$ cat src/rtl/data_memory_arbiter.sv
// Two-port arbiter in front of a single-port data RAM.
// Port 0 is the CPU load/store unit, port 1 is the debug/loader DMA.
// Stores finish in the grant cycle. Loads hold the RAM for one extra
// cycle (RESP), so that the registered RAM output can be steered to the
// port that issued the load.
module data_memory_arbiter #(
  parameter int ADDR_W   = 12,
  parameter int DATA_W   = 32,
  parameter int ARB_MODE = 0
) (
  input  logic              clk,
  input  logic              rst_n,
  input  logic              req0_valid,
  output logic              req0_ready,
  input  logic              req0_we,
  input  logic [ADDR_W-1:0] req0_addr,
  input  logic [DATA_W-1:0] req0_wdata,
  input  logic              req1_valid,
  output logic              req1_ready,
  input  logic              req1_we,
  input  logic [ADDR_W-1:0] req1_addr,
  input  logic [DATA_W-1:0] req1_wdata,
  output logic              rsp0_valid,
  output logic [DATA_W-1:0] rsp0_rdata,
  output logic              rsp1_valid,
  output logic [DATA_W-1:0] rsp1_rdata,
  output logic [ADDR_W-1:0] data_memory_address,
  output logic [DATA_W-1:0] data_memory_data_in,
  output logic              store,
  output logic              load,
  input  logic [DATA_W-1:0] data_memory_data_out
);

  typedef enum logic {IDLE, RESP} state_t;

  state_t state_p1;
  state_t state_d;
  logic   last_grant_p1;  // port that received the most recent grant
  logic   owner_p1;       // port that owns the load currently in RESP
  logic   gnt0;
  logic   gnt1;

  // Arbitration: grants are only issued in IDLE and only to a port that is valid
  always_comb begin
    gnt0 = 1'b0;
    gnt1 = 1'b0;
    if (state_p1 == IDLE) begin
      if (req0_valid && req1_valid) begin
        if (ARB_MODE != 0) begin
          gnt0 = 1'b1;
        end else if (last_grant_p1) begin
          gnt0 = 1'b1;
        end else begin
          gnt1 = 1'b1;
        end
      end else if (req0_valid) begin
        gnt0 = 1'b1;
      end else if (req1_valid) begin
        gnt1 = 1'b1;
      end
    end
  end

  // Next state, handshake and RAM-side drive; RAM outputs are zero outside a grant
  always_comb begin
    state_d             = state_p1;
    req0_ready          = 1'b0;
    req1_ready          = 1'b0;
    data_memory_address = '0;
    data_memory_data_in = '0;
    store               = 1'b0;
    load                = 1'b0;
    case (state_p1)
      IDLE: begin
        if (gnt0) begin
          req0_ready          = 1'b1;
          data_memory_address = req0_addr;
          data_memory_data_in = req0_wdata;
          store               = req0_we;
          load                = !req0_we;
          if (!req0_we) state_d = RESP;
        end else if (gnt1) begin
          req1_ready          = 1'b1;
          data_memory_address = req1_addr;
          data_memory_data_in = req1_wdata;
          store               = req1_we;
          load                = !req1_we;
          if (!req1_we) state_d = RESP;
        end
      end
      RESP: begin
        state_d = IDLE;
      end
      default: begin
        state_d = IDLE;
      end
    endcase
  end

  // Control state: FSM, round-robin history and load ownership
  always_ff @(posedge clk or negedge rst_n) begin
    if (!rst_n) begin
      state_p1      <= IDLE;
      last_grant_p1 <= 1'b1;
      owner_p1      <= 1'b0;
    end else begin
      state_p1 <= state_d;
      if (gnt0 || gnt1) last_grant_p1 <= gnt1;
      if (load)         owner_p1      <= gnt1;
    end
  end

  // Response stage: capture RAM data for the owning port and pulse its valid
  always_ff @(posedge clk or negedge rst_n) begin
    if (!rst_n) begin
      rsp0_valid <= 1'b0;
      rsp1_valid <= 1'b0;
      rsp0_rdata <= '0;
      rsp1_rdata <= '0;
    end else begin
      rsp0_valid <= 1'b0;
      rsp1_valid <= 1'b0;
      if (state_p1 == RESP) begin
        if (owner_p1) begin
          rsp1_valid <= 1'b1;
          rsp1_rdata <= data_memory_data_out;
        end else begin
          rsp0_valid <= 1'b1;
          rsp0_rdata <= data_memory_data_out;
        end
      end
    end
  end

endmodule

$ cat config.mk
export PLATFORM = sky130hd
export DESIGN_NAME = data_memory_arbiter
export DESIGN_NICKNAME = d
export VERILOG_FILES = /design/src/rtl/data_memory_arbiter.sv
export SDC_FILE = /design/constraint.sdc
export NUM_CORES = 1
export LEC_CHECK = 0
export CAP_MARGIN = 10
export CELL_PAD_IN_SITES_DETAIL_PLACEMENT = 0
export CELL_PAD_IN_SITES_GLOBAL_PLACEMENT = 2
export CORE_MARGIN = 5
export CORE_UTILIZATION = 17
export CTS_CLUSTER_SIZE = 20
export DETAILED_ROUTE_END_ITERATION = 10
export PLACE_DENSITY = 0.83
export SETUP_SLACK_MARGIN = 0.1
export SLEW_MARGIN = 20
export SYNTH_ARGS = -nofsm -noshare
export SYNTH_HDL_FRONTEND = slang
export SYNTH_SLANG_ARGS = --single-unit
$ cat constraint.sdc
create_clock -name clk -period 1.4 [get_ports clk]
set_input_delay 0.28 -clock clk [delete_from_list [all_inputs] [get_ports clk]]
set_output_delay 0.28 -clock clk [all_outputs]
set_load 0.1 [all_outputs]
# Word-level counts from Yosys, hierarchy flattened
# Index checks and enable logic that the tools add are counted.
[classes]
bitwise = 2
n_reduce_logical = 6
muxes = 35
[ops]
columns = ["cell", "count"]
rows = [
  ["$mux W32", 3],
  ["$mux W12", 3],
  ["$mux W1", 28],
  ["$reduce_and A2 Y1", 2],
  ["$logic_not A1 Y1", 2],
  ["$not A1 Y1", 2],
  ["$pmux W1 S2", 1],
  ["$logic_and A1 B1 Y1", 1],
  ["$logic_or A1 B1 Y1", 1],
]
[word_totals]
regBits = 69
output_inout_bits = 114

# Depth between registers and ports, before layout
# Gate-level depths: netlist of the first run.
[logic_depth]
word_depth = 7
mapped_depth = 5
ltp_nobuf = 3

# Worst setup path before layout of the first run
# No wires, ideal clock.
[synth_timing]
path_kind = "flip-flop to output port"
start = "register last_grant_p1"
end = "output data_memory_address[7]"
path_stages_with_launch = 4
t_arrival_ps = 2245
slack_ps = -1125
cell_sequence = "dfstp_2 > nand2b_1 > nand3_1 > a21oi_1"
[synth_via]
elab_chain_len = 6
[synth_lines]
columns = ["item", "line", "source"]
rows = [
  ["start: declaration", "38", "logic last_grant_p1;"],
  ["start signal: assignment", "108", "if (gnt0 || gnt1) last_grant_p1 <= gnt1;"],
  ["$mux W1", "51", "end else if (last_grant_p1) begin"],
  ["$mux W1", "48", "if (req0_valid && req1_valid) begin"],
  ["$mux W1", "47", "if (state_p1 == IDLE) begin"],
  ["$mux W12", "82", "end else if (gnt1) begin"],
  ["$mux W12 (*)", "75", "if (gnt0) begin"],
  ["$mux W12 (*)", "73", "case (state_p1)"],
  ["end: declaration", "27", "output logic [ADDR_W-1:0] data_memory_address,"],
]
# Every way passes the cells marked *; elsewhere a longest branch is shown, timed or not.

# Final worst setup path of the first run
[layout_timing]
start = "register last_grant_p1"
end = "output data_memory_data_in[6]"
[layout_via]
elab_chain_len = 6
[layout_lines]
columns = ["item", "line", "source"]
rows = [
  ["$mux W1", "51", ""],
  ["$mux W1", "48", ""],
  ["$mux W1", "47", ""],
  ["$mux W32", "82", ""],
  ["$mux W32 (*)", "75", ""],
  ["$mux W32 (*)", "73", ""],
  ["end: declaration", "28", "output logic [DATA_W-1:0] data_memory_data_in,"],
]
# Marks and branches as above.

==> results.yml, run 1 <==
sta:
  finalCriticalPeriod_ps: 2115
  max_freq_mhz: 472.8
  finClkSkew_ps: 5.724
  period_share_pct: 151.1
  report.final.slew_viol_count: 0
  tightest_slew_ps: 367.6
  rsz0062_at_grt: "yes"
  setup-violations-final: 60
  timing.slew.headroom_pct: 75.49
  finalSetupTns_ps: -32360
  setup_slack_ps: -715.1
  hold_violations: 0
routing:
  wl_um: 15750
  firstDrtPassIters: 4
  num_vias: 3093
  drtAntennaViolNets: 0
  first_iter_violations: 31
  drc_errors: 0
  via_per_inst: 4.168
  wl_per_cell_um: 21.23
run_status:
  violations: "negative setup slack"
  status: "complete, but fails checks"
grt:
  antenna_found_initial: 0
  grt_pass1_wl_um: 22770
  grt-ovfl-total: 0
  grt_usage_pct: 14.58
  grt_max_degree: 70
  grt_pass1_vias: 3623
critical_path:
  critPathSlowestCell: "dfstp_2"
  cp-start-kind: "register"
  timing.critical_path.buf_inv: 4
  cp.required_ps: 1120
  crit_fanout: 8
  critPathKind: "reg2out"
  cp_top_family: "flip-flops"
  cp_slowest_stage_delay_ps: 530
  worst-r2r-cell-count: 6
  cp_common_cell: "buf_12"
  crit_arrival_ps: 1840
  crit_cells: 7
  cp_cell_sequence: "nand2b_4 > nor2b_4 > buf_6 > buf_12 > buf_16 > a22o_4 > buf_12"
  worst_setup_path_end_kind: "output port"
clock_network:
  clock_sinks: 69
  ctsLongestPathBuffers: 2
  path_clk_slew_ps: 60
  numCtsBuffers: 9
  h-tree-depth: 3
  clk_latency_ps: 330
  cts_tree: "built"
  cts_root_buf: "clkbuf_16"
floorplan:
  initial_core_util_pct: 17.20
  rows: 49
  chipWidth_um: 144.3
  die_y_um: 144.3
  ioPinCount: 240
  core_area_um2: 17840
  dieArea_um2: 20830
final_layout:
  drive_gt1_share_pct: 61.21
  layout_commonest_cell: "buf_12"
  diodes: 0
  seq_area_um2: 1729
  syn2layout_area_growth_pct: 183.3
  fillers: 1516
  multi_input_area_um2: 1927
  finalInstanceArea_um2: 8691
  fin_nets: 634
  final_cell_mix: "buf_12, clkdlybuf4s50_1, dfrtp_1, mux2_4, a22o_4"
yosys:
  synth-xor-area-share_pct: 0
  synth_area_um2: 3068
  synthCells: 212
  ys_seq_elements: 69
  synth.avg_cell_area_um2: 14.47
  ys_seq_area_share_pct: 56.32
  syn_nets: 338
  yosys_warnings: 0
  synth_compound_area_share_pct: 13.95
  synth_simple_gate_area_share_pct: 2.447
  synth_mux_area_share_pct: 23.49
  synth_top_family_by_area: "multiplexers"
  synth_fa_ha_area_share_pct: 0
  ys_types: 18
placed_design:
  place_ws_ps: -638.5
  place_congestion: 0.8293
  placed_area_um2: 7455
  io_buffers: 239
  place_hpwl_um: 11000
run:
  max_cap_violations: 0
worst_hold_path:
  min_path_type: "in2async"
[area by class of cell]
type                    count  share of cell area (%)
repair buffers            301                   51.05
multi-input cells         124                   22.17
flip-flops and latches     69                   19.90
well taps                 229                   3.297
clock buffers              10                   2.635
clock inverters             6                  0.8206
inverters                   3                  0.1296
[tightest hold or removal path, delay by kind of cell]
family                 cells  cell delay (ps)
buffers and inverters      3              980
[registers in the layout, summed over array words and instances, names as in the netlist]
name,cells
state_p1,1
owner_p1,1
last_grant_p1,1
rsp0_rdata,32
rsp1_valid,1
rsp1_rdata,32
rsp0_valid,1
[synth_stat cells, drive strengths merged]
library cell	number	area [µm²]
a2bb2oi	1	8.760
dfrtp	68	1702
o21ai	1	5.000
nor3b	1	7.510
inv	3	11.26
nand3	2	10.01
nand2b	4	32.53
dfstp	1	26.28
a22o	44	385.4
a21oi	2	21.27
mux2	64	720.7
buf	16	105.1
nand2	3	11.26
a21o	1	7.510
nor2b	1	13.76
[routing by layer]
layer | vias to the layer above | GRT usage [%] | wire length [µm]
li1 | 1389 | - | -
met1 | 1508 | 16.05 | 5652
met2 | 180 | 25.63 | 7881
met3 | 16 | 6.184 | 1946
met4 | 0 | 4.271 | 269
met5 | - | 0 | 0
[stage by stage]
stage / hold slack, ps / util (%) / std cells
4_1_cts: 509.2 / 48.05 / 739
2_1_floorplan: -15.59 / - / 212
3_3_place_gp: 329.2 / 41.78 / 695
3_5_place_dp: 335.0 / 41.78 / 695
6_report: 516.8 / 48.71 / 742
5_1_grt: 560.8 / 48.71 / 742
[cell families after synthesis]
group	after synthesis
compound gates	49
buf+inv	19
flops	69
mux	64
simple gates	11
[path summary, 6_finish.rpt]
kind / startpoint / end / slack [ps]
worst max-delay path: last_grant_p1 / data_memory_data_in[6] / -720
worst min-delay path: rst_n / rsp0_rdata[18] / 520
worst max register to register: state_p1 / rsp0_rdata[31] / -30
worst min register to register: rsp0_rdata[7] / rsp0_rdata[7] / 570
max in group asynchronous: rst_n / last_grant_p1 / 560
min in group clk: rsp0_rdata[7] / rsp0_rdata[7] / 570
[what timing repair did]
action	4_1_cts	5_1_grt
hold endpoints to repair	68	0
setup endpoints to repair	114	115
gates cloned	9	1
hold buffers	1	0
pin swaps	12	3
setup buffers	19	4
gates resized for setup	99	21
Power of run 1 is left out: the tool's default activity adds up to more than one toggle a clock period on the data nets, which glitch-free logic cannot reach.
==> run 2, diff against run 1 <==
Settings changed: SLEW_MARGIN 20 to not set.
==> results of run 2 <==
Final layout, timing and power as in run 1 (identical DEF).
Power of run 2 is left out for the same reason.
==> run 3, diff against run 2 <==
Settings changed: CORE_UTILIZATION 17 to 32, DONT_BUFFER_PORTS set to 1, PLACE_DENSITY 0.83 to 0.81, SETUP_SLACK_MARGIN 0.1 to not set.
==> run 3 against run 2 <==
The flow finishes with violations (negative hold slack, negative setup slack). Non-clock buffer count is 200 lower. Clock skew up 1.5 ps. Final area decreased by 41%. Largest cell class is now sequential cells. Highest routed layer unchanged.
==> results.yml, run 3 (synthesized netlist as in run 1, its figures left out) <==
run_status:
  status: "complete, but fails checks"
  violations: "negative hold slack, negative setup slack"
sta:
  hold_violations: 69
  whs_ps: -374.8
  finalCriticalPeriod_ps: 2058
  setup-violations-final: 50
  setup_slack_ps: -657.9
  tightest_slew_ps: 297.6
  max_freq_mhz: 485.9
  finClkSkew_ps: 7.191
  timing.slew.headroom_pct: 80.16
  finalSetupTns_ps: -30410
  report.final.slew_viol_count: 0
  rsz0062_at_grt: "yes"
  period_share_pct: 147.0
critical_path:
  crit_fanout: 11
  critPathKind: "reg2out"
  cp.required_ps: 1120
  r2r_start: "last_grant_p1"
  r2r_slack_ps: -370
  crit_arrival_ps: 1780
  cp-start-kind: "register"
  worst_setup_path_end_kind: "output port"
  worst-r2r-cell-count: 11
  reg2reg_to: "owner_p1"
routing:
  wl_um: 10450
  drc_errors: 0
  via_per_inst: 5.045
  wl_per_cell_um: 23.64
  firstDrtPassIters: 3
  num_vias: 2230
  first_iter_violations: 86
  drtAntennaViolNets: 0
grt:
  grt-ovfl-total: 0
  grt_pass1_vias: 2507
  grt_max_degree: 70
  antenna_found_initial: 0
  grt_usage_pct: 16.57
  grt_pass1_wl_um: 14550
worst_hold_path:
  min_path_type: "in2async"
floorplan:
  initial_core_util_pct: 33.05
  die_y_um: 107.9
  core_area_um2: 9284
  chipWidth_um: 107.9
  dieArea_um2: 11650
  ioPinCount: 240
  rows: 35
clock_network:
  path_clk_slew_ps: 80
  numCtsBuffers: 9
  clock_sinks: 69
  cts_root_buf: "clkbuf_8"
  h-tree-depth: 3
  clk_latency_ps: 340
  ctsLongestPathBuffers: 2
  cts_tree: "built"
placed_design:
  place_hpwl_um: 7894
  place_congestion: 0.7050
  io_buffers: 0
final_layout:
  diodes: 0
  top_regs: "rsp0_rdata x32, rsp1_rdata x32"
  fillers: 755
  drive_gt1_share_pct: 76.68
  layout_commonest_cell: "dfrtp_1"
  syn2layout_area_growth_pct: 65.74
  final_cell_mix: "dfrtp_1, mux2_2, buf_4, a22o_4, buf_12"
  fin_nets: 434
run:
  max_cap_violations: 0
run 3: cell types whose count changed in the layout (fill, tap and decap cells not counted), sizes merged:
cell and change:
buf -76, clkdlybuf4s50 -123, clkinv +3, clkinvlp -1, dlygate4sd2 -1, dlygate4sd3 -1, inv -1
run 3: critical path: stages (launching register included):
cell      delay (ps)
dfstp_2          530
nand2b_4         110
nor2b_4          190
buf_6            140
buf_12           140
a22o_4           330
run 3: metal layers:
layer / vias to the layer above / global-route usage, % / wire (µm)
met2: 140 / 31.71 / 6023
li1: 983 / - / -
met5: - / 0 / 0
met4: 0 / 4.599 / 114
met3: 8 / 8.218 / 1227
met1: 1099 / 15.36 / 3082
run 3: repair_timing:
action	4_1_cts	5_1_grt
buffers inserted	4	11
setup endpoints to repair	49	82
cloned	1	2
endpoints found under the hold margin	69	69
pin swaps	21	6
gates resized for setup	21	21
run 3: layout make-up:
class	count	area [µm²]	area share, %
flip-flops and latches	69	1728	33.98
multi-input cells	124	1677	32.97
repair buffers	101	1310	25.76
well taps	129	161.4	3.174
clock buffers	9	123.9	2.436
clock inverters	7	73.82	1.452
inverters	3	11.26	0.2215
run 3: stage by stage:
stage                     util, %  hold WS [ps]  cell area, µm²  std cells  setup slack, ps
after CTS                   52.65        -399.3            4888        431           -694.4
final                       54.77        -374.8            5085        442           -657.9
after global placement      49.25        -13.62            4572        412           -322.4
after floorplan                 -        -15.59            3457        212           -354.2
after global routing        54.77        -409.9            5085        442           -721.9
after detailed placement    49.25        -13.51            4572        412           -331.7
run 3: worst max-delay path by stage:
stage             startpoint                      end  depth (start not counted)
3_5_place_dp   last_grant_p1   data_memory_address[4]                          5
2_1_floorplan  last_grant_p1  data_memory_address[11]                          4
4_1_cts        last_grant_p1   data_memory_data_in[9]                          5
5_1_grt        last_grant_p1   data_memory_data_in[7]                          5
3_3_place_gp   last_grant_p1   data_memory_address[8]                          5
6_report       last_grant_p1   data_memory_data_in[7]                          5
Power of run 3 is left out for the same reason.
